<file path="src/rtl/alu_arbiter.sv">
// alu_arbiter
//   Round-robin arbiter that shares one ALU between NREQ requesters. One
//   operation is in flight at a time: IDLE accepts a request, WAIT covers the
//   ALU latency, and RESP returns the captured result to the granted requester.
//
//   Handshake rule for both request and response channels: a transfer happens
//   on a rising clk edge where valid and ready of the same index are both 1.
//   valid never depends combinationally on ready on the producer side.
//   req_ready is combinational in IDLE. rsp_valid is registered.
//
// Ports
//   clk, rst                 clock (rising edge), async active-low reset
//   req_valid/req_ready      per-requester request handshake (ready one-hot)
//   req_a/req_b/req_sel      packed operands, requester i at [i*W +: W]
//   alu_a/alu_b/alu_sel      registered operands driven to the ALU
//   alu_result               ALU output, sampled on the last WAIT edge
//   rsp_valid/rsp_ready      per-requester response handshake (valid one-hot)
//   rsp_data                 captured result, held after the response
//   busy                     high whenever the FSM is not in IDLE
//   state_dbg                current FSM state (0 IDLE, 1 WAIT, 2 RESP)
module alu_arbiter #(
  parameter int NREQ    = 4,
  parameter int DW      = 4,
  parameter int SW      = 2,
  parameter int RW      = 8,
  parameter int ALU_LAT = 1
) (
  input  logic                 clk,
  input  logic                 rst,
  input  logic [NREQ-1:0]      req_valid,
  output logic [NREQ-1:0]      req_ready,
  input  logic [NREQ*DW-1:0]   req_a,
  input  logic [NREQ*DW-1:0]   req_b,
  input  logic [NREQ*SW-1:0]   req_sel,
  output logic [DW-1:0]        alu_a,
  output logic [DW-1:0]        alu_b,
  output logic [SW-1:0]        alu_sel,
  input  logic [RW-1:0]        alu_result,
  output logic [NREQ-1:0]      rsp_valid,
  output logic [RW-1:0]        rsp_data,
  input  logic [NREQ-1:0]      rsp_ready,
  output logic                 busy,
  output logic [1:0]           state_dbg
);

  localparam int PW = $clog2(NREQ);
  // Counter must hold ALU_LAT; +2 keeps it at least one bit wide when ALU_LAT=0.
  localparam int CW = $clog2(ALU_LAT + 2);

  typedef enum logic [1:0] {
    IDLE = 2'd0,
    WAIT = 2'd1,
    RESP = 2'd2
  } state_t;

  state_t          state_q, state_d;
  logic [PW-1:0]   rr_ptr_q, rr_ptr_d;
  logic [PW-1:0]   grant_q, grant_d;
  logic [CW-1:0]   cnt_q, cnt_d;
  logic [DW-1:0]   alu_a_q, alu_a_d;
  logic [DW-1:0]   alu_b_q, alu_b_d;
  logic [SW-1:0]   alu_sel_q, alu_sel_d;
  logic [RW-1:0]   rsp_data_q, rsp_data_d;
  logic [NREQ-1:0] rsp_valid_q, rsp_valid_d;

  logic            win_found;
  logic [PW-1:0]   win_idx;

  // Round-robin scan starting at rr_ptr; the first valid index wins.
  always_comb begin
    int idx;
    idx       = 0;
    win_found = 1'b0;
    win_idx   = '0;
    for (int k = 0; k < NREQ; k++) begin
      idx = int'(rr_ptr_q) + k;
      if (idx >= NREQ) idx = idx - NREQ;
      if (!win_found && req_valid[idx]) begin
        win_found = 1'b1;
        win_idx   = idx[PW-1:0];
      end
    end
  end

  always_comb begin
    state_d     = state_q;
    rr_ptr_d    = rr_ptr_q;
    grant_d     = grant_q;
    cnt_d       = cnt_q;
    alu_a_d     = alu_a_q;
    alu_b_d     = alu_b_q;
    alu_sel_d   = alu_sel_q;
    rsp_data_d  = rsp_data_q;
    rsp_valid_d = rsp_valid_q;
    req_ready   = '0;
    unique case (state_q)
      IDLE: begin
        // The winner is valid by construction, so ready alone completes
        // the handshake on this edge.
        if (win_found) begin
          req_ready[win_idx] = 1'b1;
          alu_a_d   = req_a[win_idx*DW +: DW];
          alu_b_d   = req_b[win_idx*DW +: DW];
          alu_sel_d = req_sel[win_idx*SW +: SW];
          grant_d   = win_idx;
          cnt_d     = CW'(ALU_LAT);
          state_d   = WAIT;
        end
      end
      WAIT: begin
        if (cnt_q == '0) begin
          rsp_data_d           = alu_result;
          rsp_valid_d          = '0;
          rsp_valid_d[grant_q] = 1'b1;
          state_d              = RESP;
        end else begin
          cnt_d = cnt_q - 1'b1;
        end
      end
      RESP: begin
        // Only the granted index's rsp_ready matters.
        if (rsp_ready[grant_q]) begin
          rsp_valid_d = '0;
          state_d     = IDLE;
          // Granted requester drops to lowest priority next round.
          rr_ptr_d    = (grant_q == PW'(NREQ - 1)) ? '0 : grant_q + 1'b1;
        end
      end
      default: state_d = IDLE;
    endcase
  end

  always_ff @(posedge clk or negedge rst) begin
    if (!rst) begin
      state_q     <= IDLE;
      rr_ptr_q    <= '0;
      grant_q     <= '0;
      cnt_q       <= '0;
      alu_a_q     <= '0;
      alu_b_q     <= '0;
      alu_sel_q   <= '0;
      rsp_data_q  <= '0;
      rsp_valid_q <= '0;
    end else begin
      state_q     <= state_d;
      rr_ptr_q    <= rr_ptr_d;
      grant_q     <= grant_d;
      cnt_q       <= cnt_d;
      alu_a_q     <= alu_a_d;
      alu_b_q     <= alu_b_d;
      alu_sel_q   <= alu_sel_d;
      rsp_data_q  <= rsp_data_d;
      rsp_valid_q <= rsp_valid_d;
    end
  end

  assign alu_a     = alu_a_q;
  assign alu_b     = alu_b_q;
  assign alu_sel   = alu_sel_q;
  assign rsp_data  = rsp_data_q;
  assign rsp_valid = rsp_valid_q;
  assign busy      = (state_q != IDLE);
  assign state_dbg = state_q;

endmodule

</file>
<file path="config.mk">
export PLATFORM = sky130hd
export DESIGN_NAME = alu_arbiter
export DESIGN_NICKNAME = d
export VERILOG_FILES = /design/src/rtl/alu_arbiter.sv
export SDC_FILE = /design/constraint.sdc
export NUM_CORES = 1
export LEC_CHECK = 0
export CAP_MARGIN = 40
export CORE_ASPECT_RATIO = 0.9
export CORE_UTILIZATION = 40
export DETAILED_ROUTE_END_ITERATION = 12
export HOLD_SLACK_MARGIN = 0.05
export PLACE_DENSITY = 0.81
export SYNTH_ARGS = -nofsm -noshare
export SYNTH_HDL_FRONTEND = slang
export SYNTH_SLANG_ARGS = --single-unit
</file>
<file path="constraint.sdc">
create_clock -name clk -period 2.09 [get_ports clk]
set_input_delay 0.209 -clock clk [delete_from_list [all_inputs] [get_ports clk]]
set_output_delay 0.209 -clock clk [all_outputs]
set_load 0.02 [all_outputs]
</file>
==> reports/metrics.cfg, run 1 <==
[global_routing]
grt-ovfl-total=0
grt_usage_pct=18.6
first_global_vias=1513
grt_pass1_wl_mm=6.58
antenna_found_initial=0
grt_max_degree=31

[floorplanning]
core_sq_um=3860
die_area_sq_um=4450
die_h_microns=63.4
io_pins=87
initial_core_util_pct=43.4
die_w_microns=70.2
rows=21

[worst_setup_path]
crit_required_ps=1880
cp_cell_sequence=clkdlybuf4s50_1 > or4_4 > nand2_4 > or2_4 > nor2_1 > clkbuf_2
cp_max_fo=5
cp-start-kind=input port
arrival_ps=1680
r2r.worst_path.cells=7
worst-setup-path-type=input port to output port
worstReg2RegStart=rr_ptr_q[1]
end_kind=output port
critical_path.startpoint=req_valid[0]
slowest_stage=or4_4
slowest_delay_ps=600

[route]
post_drt_wl_per_cell_microns=12.9
drt_wl_total_mm=3.93
drc=0
drt.antenna.violating_nets=0
via_per_inst=5.00
vias=1526
dr.pass1.iters=4
drt-initial-drc-count=51

[power_and_ir_drop]
ir_drop_v=0.000563
leakage_uw=0.00121
power_uw=3670
power.density_nw_per_um2=1360

[timing]
relSlewSlack_pct=71.1
skew_ps=4.12
drv_slew=0
tightest_slew_ps=433
hold_viol=0
min_period_ps=1890
fmax_ghz=0.529
rsz0062_at_grt=no
setup_viol=0
hold_slack_ps=336
post-route-period-util_pct=90.5

[synth]
yosysWarnings=0
syn_inst=161
synth_seq_cells=30
avgSynthCellArea_sq_um=10.4
synth_edf_count=0
syn_nets=224
synth.distinct_cells=33
ys_async_sr_fraction_pct=100
synth_area_sq_um=1680
synth_top_flop_cell=dfrtp_1
synth-seq-area-share_pct=44.8

[clock_tree]
cts_buffers=5
cts_tree=built
cts_max_path_buffers=2
clk_pin_slew_ps=60
htree_levels=2
postCtsSetupBuffers=0
cts_hold_buf=0
cts.sinks=30
clk_latency_ps=270
root_buffer=clkbuf_8

[cells_and_area]
layout-drive-gt1-share_pct=14.3
nets=322
diodes=0
fillers=305
multi_input_area_sq_um=851
regArea_sq_um=751
area.growth.synth_to_final_pct=61.5
fin_area_sq_um=2710

[placed_design]
hpwl_mm=3.08
placed_cell_area_sq_um=2640
place_congestion=0.773
io_buffer_count=86

[run_status]
outcome=finished clean

[hold_path]
hold_class=input port to async pin

[job]
cap_violations=0

[per-layer routing]
| metal | wire (microns) | vias to the layer above | global-route usage (%) | part of all wire (%) |
|---|---|---|---|---|
| met1 | 1670 | 675 | 23.1 | 43 |
| met2 | 1710 | 83 | 29.5 | 43 |
| met5 | 0 | - | 0 | 0 |
| met3 | 503 | 7 | 7.84 | 13 |
| li1 | - | 761 | - | - |
| met4 | 41 | 0 | 5.50 | 1.0 |
[power breakdown]
group          switching [uW]  internal, uW  total [uW]
registers                 179           867        1050
clock network             183           228         412
logic                    1120          1090        2210
[stage by stage]
step           TNS (ps)  setup slack (ps)  instances  utilization, %
5_1_grt               0              84.5        305            70.0
4_1_cts               0             0.756        305            70.3
2_1_floorplan         0               344        161               -
3_3_place_gp       -744              -228        298            68.4
3_5_place_dp       -859              -260        298            68.4
6_report              0               199        305            70.0
[cells in the mapped netlist (2+ instances only)]
cell / n / area (sq um)
nor2b_1: 2 / 12.5
mux2i_1: 21 / 210
buf_2: 2 / 10.0
dfrtp_1: 30 / 751
o221ai_1: 2 / 17.5
o21ai_0: 3 / 15.0
o31ai_1: 2 / 15.0
o221ai_2: 8 / 120
nand2_1: 41 / 154
o22ai_1: 2 / 12.5
a21oi_1: 4 / 20.0
nand2b_1: 2 / 12.5
inv_1: 7 / 26.3
a22o_1: 5 / 43.8
nor2_1: 7 / 26.3
ha_1: 5 / 62.6
buf_4: 2 / 15.0
[state kept, by name, summed over array words and instances, names as in the netlist]
name and flops:
alu_a 4, alu_b 4, rsp_data 8, grant_q 2
alu_sel 2, cnt_q 2, rsp_valid 4, state_dbg 2
rr_ptr_q 2
[area by class of cell]
cell class | instances | share of cell area (%)
timing repair buffer | 98 | 34.9
clock buffer | 7 | 2.82
inverter | 7 | 0.971
multi-input combinational | 117 | 31.5
tap | 46 | 2.13
sequential | 30 | 27.8
[layout by cell type, fill, tap and decap left out, types with 2 or more instances in the layout]
master	n
dfrtp_1	30
clkbuf_2	4
nor2_1	6
nand2b_1	2
o21ai_0	3
nor2b_1	2
mux2i_1	21
o31ai_1	2
o221ai_2	8
buf_4	11
a21oi_1	4
clkdlybuf4s50_1	82
o221ai_1	2
ha_1	5
clkbuf_8	5
clkbuf_1	2
nand2_1	41
a22o_1	5
o22ai_1	2
inv_1	7
[final timing paths]
check,endpoint,slack (ps)
max in group asynchronous,rsp_data[4],1480
setup / recovery,req_ready[3],200
hold reg to reg,rsp_data[2],480
hold / removal,rsp_data[0],340
setup reg to reg,alu_a[0],310
min in group clk,rsp_data[3],470
[critical path: cells and delay by family]
kind	cells	cell delay [ps]
AND/OR/NAND/NOR	4	840
buffers and inverters	2	620
[logic make-up (layout without fill, tap and decap cells)]
family	Yosys count	after routing	share of synthesized area (%)
buffers and inverters	14	112	4.85
adders and majority gates	5	5	3.73
muxes	23	23	14.6
DFF	30	30	44.8
and+or+nand+nor	60	60	16.1
AOI/OAI and AO/OA	29	29	15.9
[repair_timing]
action,4_1_cts,5_1_grt
gates resized for setup,4,9
pin swaps,0,0
setup endpoints to repair,4,4
Power figures use the tool's default switching activity.
==> run 2: changes to the inputs <==
--- a/config.mk
+++ b/config.mk
@@ -6,11 +6,10 @@
 export NUM_CORES = 1
 export LEC_CHECK = 0
 export CAP_MARGIN = 40
-export CORE_ASPECT_RATIO = 0.9
-export CORE_UTILIZATION = 40
+export CORE_UTILIZATION = 36
 export DETAILED_ROUTE_END_ITERATION = 12
 export HOLD_SLACK_MARGIN = 0.05
-export PLACE_DENSITY = 0.81
+export PLACE_DENSITY = 0.77
 export SYNTH_ARGS = -nofsm -noshare
 export SYNTH_HDL_FRONTEND = slang
 export SYNTH_SLANG_ARGS = --single-unit
==> constraint.sdc (replaced) <==
create_clock -name clk -period 1.6 [get_ports clk]
set_input_delay 0.16 -clock clk [delete_from_list [all_inputs] [get_ports clk]]
set_output_delay 0.16 -clock clk [all_outputs]
set_load 0.02 [all_outputs]
==> reports/metrics.cfg, run 2 (synthesized netlist as in run 1, its figures left out) <==
[run_status]
outcome=complete, but fails checks  ; was finished clean
violations=negative setup slack

[worst_setup_path]
cp_cell_sequence=mux2i_2 > o22ai_2 > buf_4 > nor2_4 > buf_12 > clkbuf_16 > mux2i_1 > o221ai_1  ; was clkdlybuf4s50_1 > or4_4 > nand2_4 > or2_4 > nor2_1 > clkbuf_2
r2r_slack_ps=-220  ; was 310 ps
slowest_delay_ps=410  ; was 600 ps
crit_required_ps=1730  ; was 1880 ps
cp_max_fo=5  ; unchanged
worst-setup-path-type=flip-flop to flip-flop  ; was input port to output port
cp-start-kind=flip-flop  ; was input port
end_kind=flip-flop  ; was output port
arrival_ps=1950  ; was 1680 ps
slowest_stage=dfrtp_2  ; was or4_4

[placed_design]
io_buffer_count=86  ; unchanged
place_congestion=0.747  ; was 0.773
pre_cts_ws_ps=-693  ; was -260 ps
hpwl_mm=3.35  ; was 3.08 mm

[clock_tree]
clk_pin_slew_ps=60  ; about the same
cts_tree=built  ; unchanged
cts_max_path_buffers=2  ; unchanged
clk_latency_ps=270  ; about the same
root_buffer=clkbuf_8  ; unchanged
htree_levels=2  ; unchanged
cts_buffers=5  ; unchanged
cts.sinks=30  ; unchanged

[floorplanning]
core_sq_um=4410  ; was 3860 sq um
io_pins=87  ; unchanged
die_w_microns=70.2  ; unchanged
die_area_sq_um=4930  ; was 4450 sq um
die_h_microns=70.2  ; was 63.4 microns
rows=24  ; was 21
initial_core_util_pct=38.0  ; was 43.4%

[job]
cap_violations=0  ; unchanged

[timing]
min_period_ps=1820
post-route-worst-setup-slack_ps=-221  ; was 199 ps
fmax_ghz=0.549
skew_ps=3.48  ; was 4.12 ps
setup_viol=14  ; was 0
hold_slack_ps=267  ; was 336 ps
rsz0062_at_grt=yes  ; was no
hold_viol=0  ; unchanged
setup_tns_ps=-2440  ; was 0 ps
drv_slew=0  ; unchanged
post-route-period-util_pct=114
relSlewSlack_pct=74.3  ; was 71.1%
tightest_slew_ps=385  ; was 433 ps

[route]
drt_wl_total_mm=4.99  ; was 3.93 mm
highest_layer=met4  ; unchanged
drt.antenna.violating_nets=0  ; unchanged
drt-initial-drc-count=57  ; was 51
routed-wl-met2_mm=2.49  ; was 1.71 mm
drc=0  ; unchanged
dr.pass1.iters=4  ; unchanged
vias=1634  ; was 1526
via_per_inst=5.04  ; was 5.00
met3_length_microns=317  ; was 503 microns
post_drt_wl_per_cell_microns=15.4  ; was 12.9 microns
wl_met1_mm=2.15  ; was 1.67 mm

[global_routing]
grt_usage_pct=20.8  ; was 18.6%
first_global_vias=1706  ; was 1513
antenna_found_initial=0  ; unchanged
grt-ovfl-total=0  ; unchanged
grt_max_degree=31  ; unchanged
grt_pass1_wl_mm=8.16  ; was 6.58 mm

[cells_and_area]
largest_reg_flops=8  ; unchanged
layout-drive-gt1-share_pct=28.7  ; was 14.3%
nets=334  ; was 322
layout_commonest_cell=clkdlybuf4s50_1  ; unchanged
layout_common_cells=clkdlybuf4s50_1 (76), nand2_1 (41), dfrtp_1 (29)  ; was clkdlybuf4s50_1 (82), nand2_1 (41), dfrtp_1 (30)
area.growth.synth_to_final_pct=84.3  ; was 61.5%
diodes=0  ; unchanged

[power_and_ir_drop]
ir_drop_v=0.00103  ; was 0.000563 V
power.density_nw_per_um2=1810  ; was 1360 nW/um^2
leakage_uw=0.00134  ; was 0.00121 uW

[hold_path]
hold_class=input port to async pin  ; unchanged

run 2: cell types whose count changed in the layout (fill, tap and decap cells not counted), moves of 6 or more:
cell / previous run / this run
mux2i_1: 21 / 5
mux2i_4: 0 / 10
buf_4: 11 / 19
clkdlybuf4s50_1: 82 / 76
mux2i_2: 0 / 6
run 2: cell type report:
cell class	count	area, sq um
Fill cell	326	1330
Timing Repair Buffer	110	1100
Multi-Input combinational cell	117	1050
Sequential cell	30	752
Clock buffer	7	86.3
Tap cell	52	65.1
Inverter	7	26.3
Clock inverter	1	5.00
run 2: path summary, 6_finish.rpt:
path / from / end / cells after the start
worst max-delay path: rr_ptr_q[1] / alu_sel[1] / 8
worst min-delay path: rst / state_dbg[0] / 2
worst max register to register: rr_ptr_q[1] / alu_sel[1] / 8
worst min register to register: rsp_data[7] / rsp_data[7] / 2
max in group asynchronous: rst / rr_ptr_q[1] / 2
min in group clk: alu_result[0] / rsp_data[0] / 3
run 2: timing repair:
action | CTS | global route
endpoints found under the hold margin | 0 | 0
endpoints found under the setup margin | 15 | 19
resized for setup | 53 | 26
hold buffers | 0 | 0
gates cloned | 2 | 1
buffers inserted | 4 | 2
pin swaps | 13 | 4
run 2: layer usage:
metal	global-route usage [%]	vias to the layer above
met5	0	-
met4	4.44	0
met3	6.49	4
met2	34.3	56
met1	26.8	787
li1	-	787
run 2: metrics by stage:
| step | util [%] | cell area [sq um] | power, uW | std cells |
|---|---|---|---|---|
| 2_1_floorplan | - | 1680 | 3090 | 161 |
| 3_3_place_gp | 61.2 | 2700 | 4380 | 310 |
| 3_5_place_dp | 61.2 | 2700 | 4440 | 310 |
| 4_1_cts | 67.5 | 2980 | 5440 | 324 |
| 5_1_grt | 70.0 | 3090 | 5950 | 324 |
| 6_report | 70.0 | 3090 | 5580 | 324 |
run 2: critical path, delay by kind of cell (launching register included):
kind                   cells  cell delay (ps)
multiplexers               2              460
AO/OA/AOI/OAI              2              260
flip-flops                 1              410
buffers and inverters      3              440
AND/OR/NAND/NOR            1              120
run 2: power breakdown:
| group | total (uW) | leakage, uW | switching, uW | internal (uW) |
|---|---|---|---|---|
| clock network | 618 | 0.0000482 | 272 | 346 |
| registers | 1370 | 0.000372 | 235 | 1130 |
| logic | 3590 | 0.000917 | 1730 | 1860 |
| total | 5580 | 0.00134 | 2240 | 3340 |
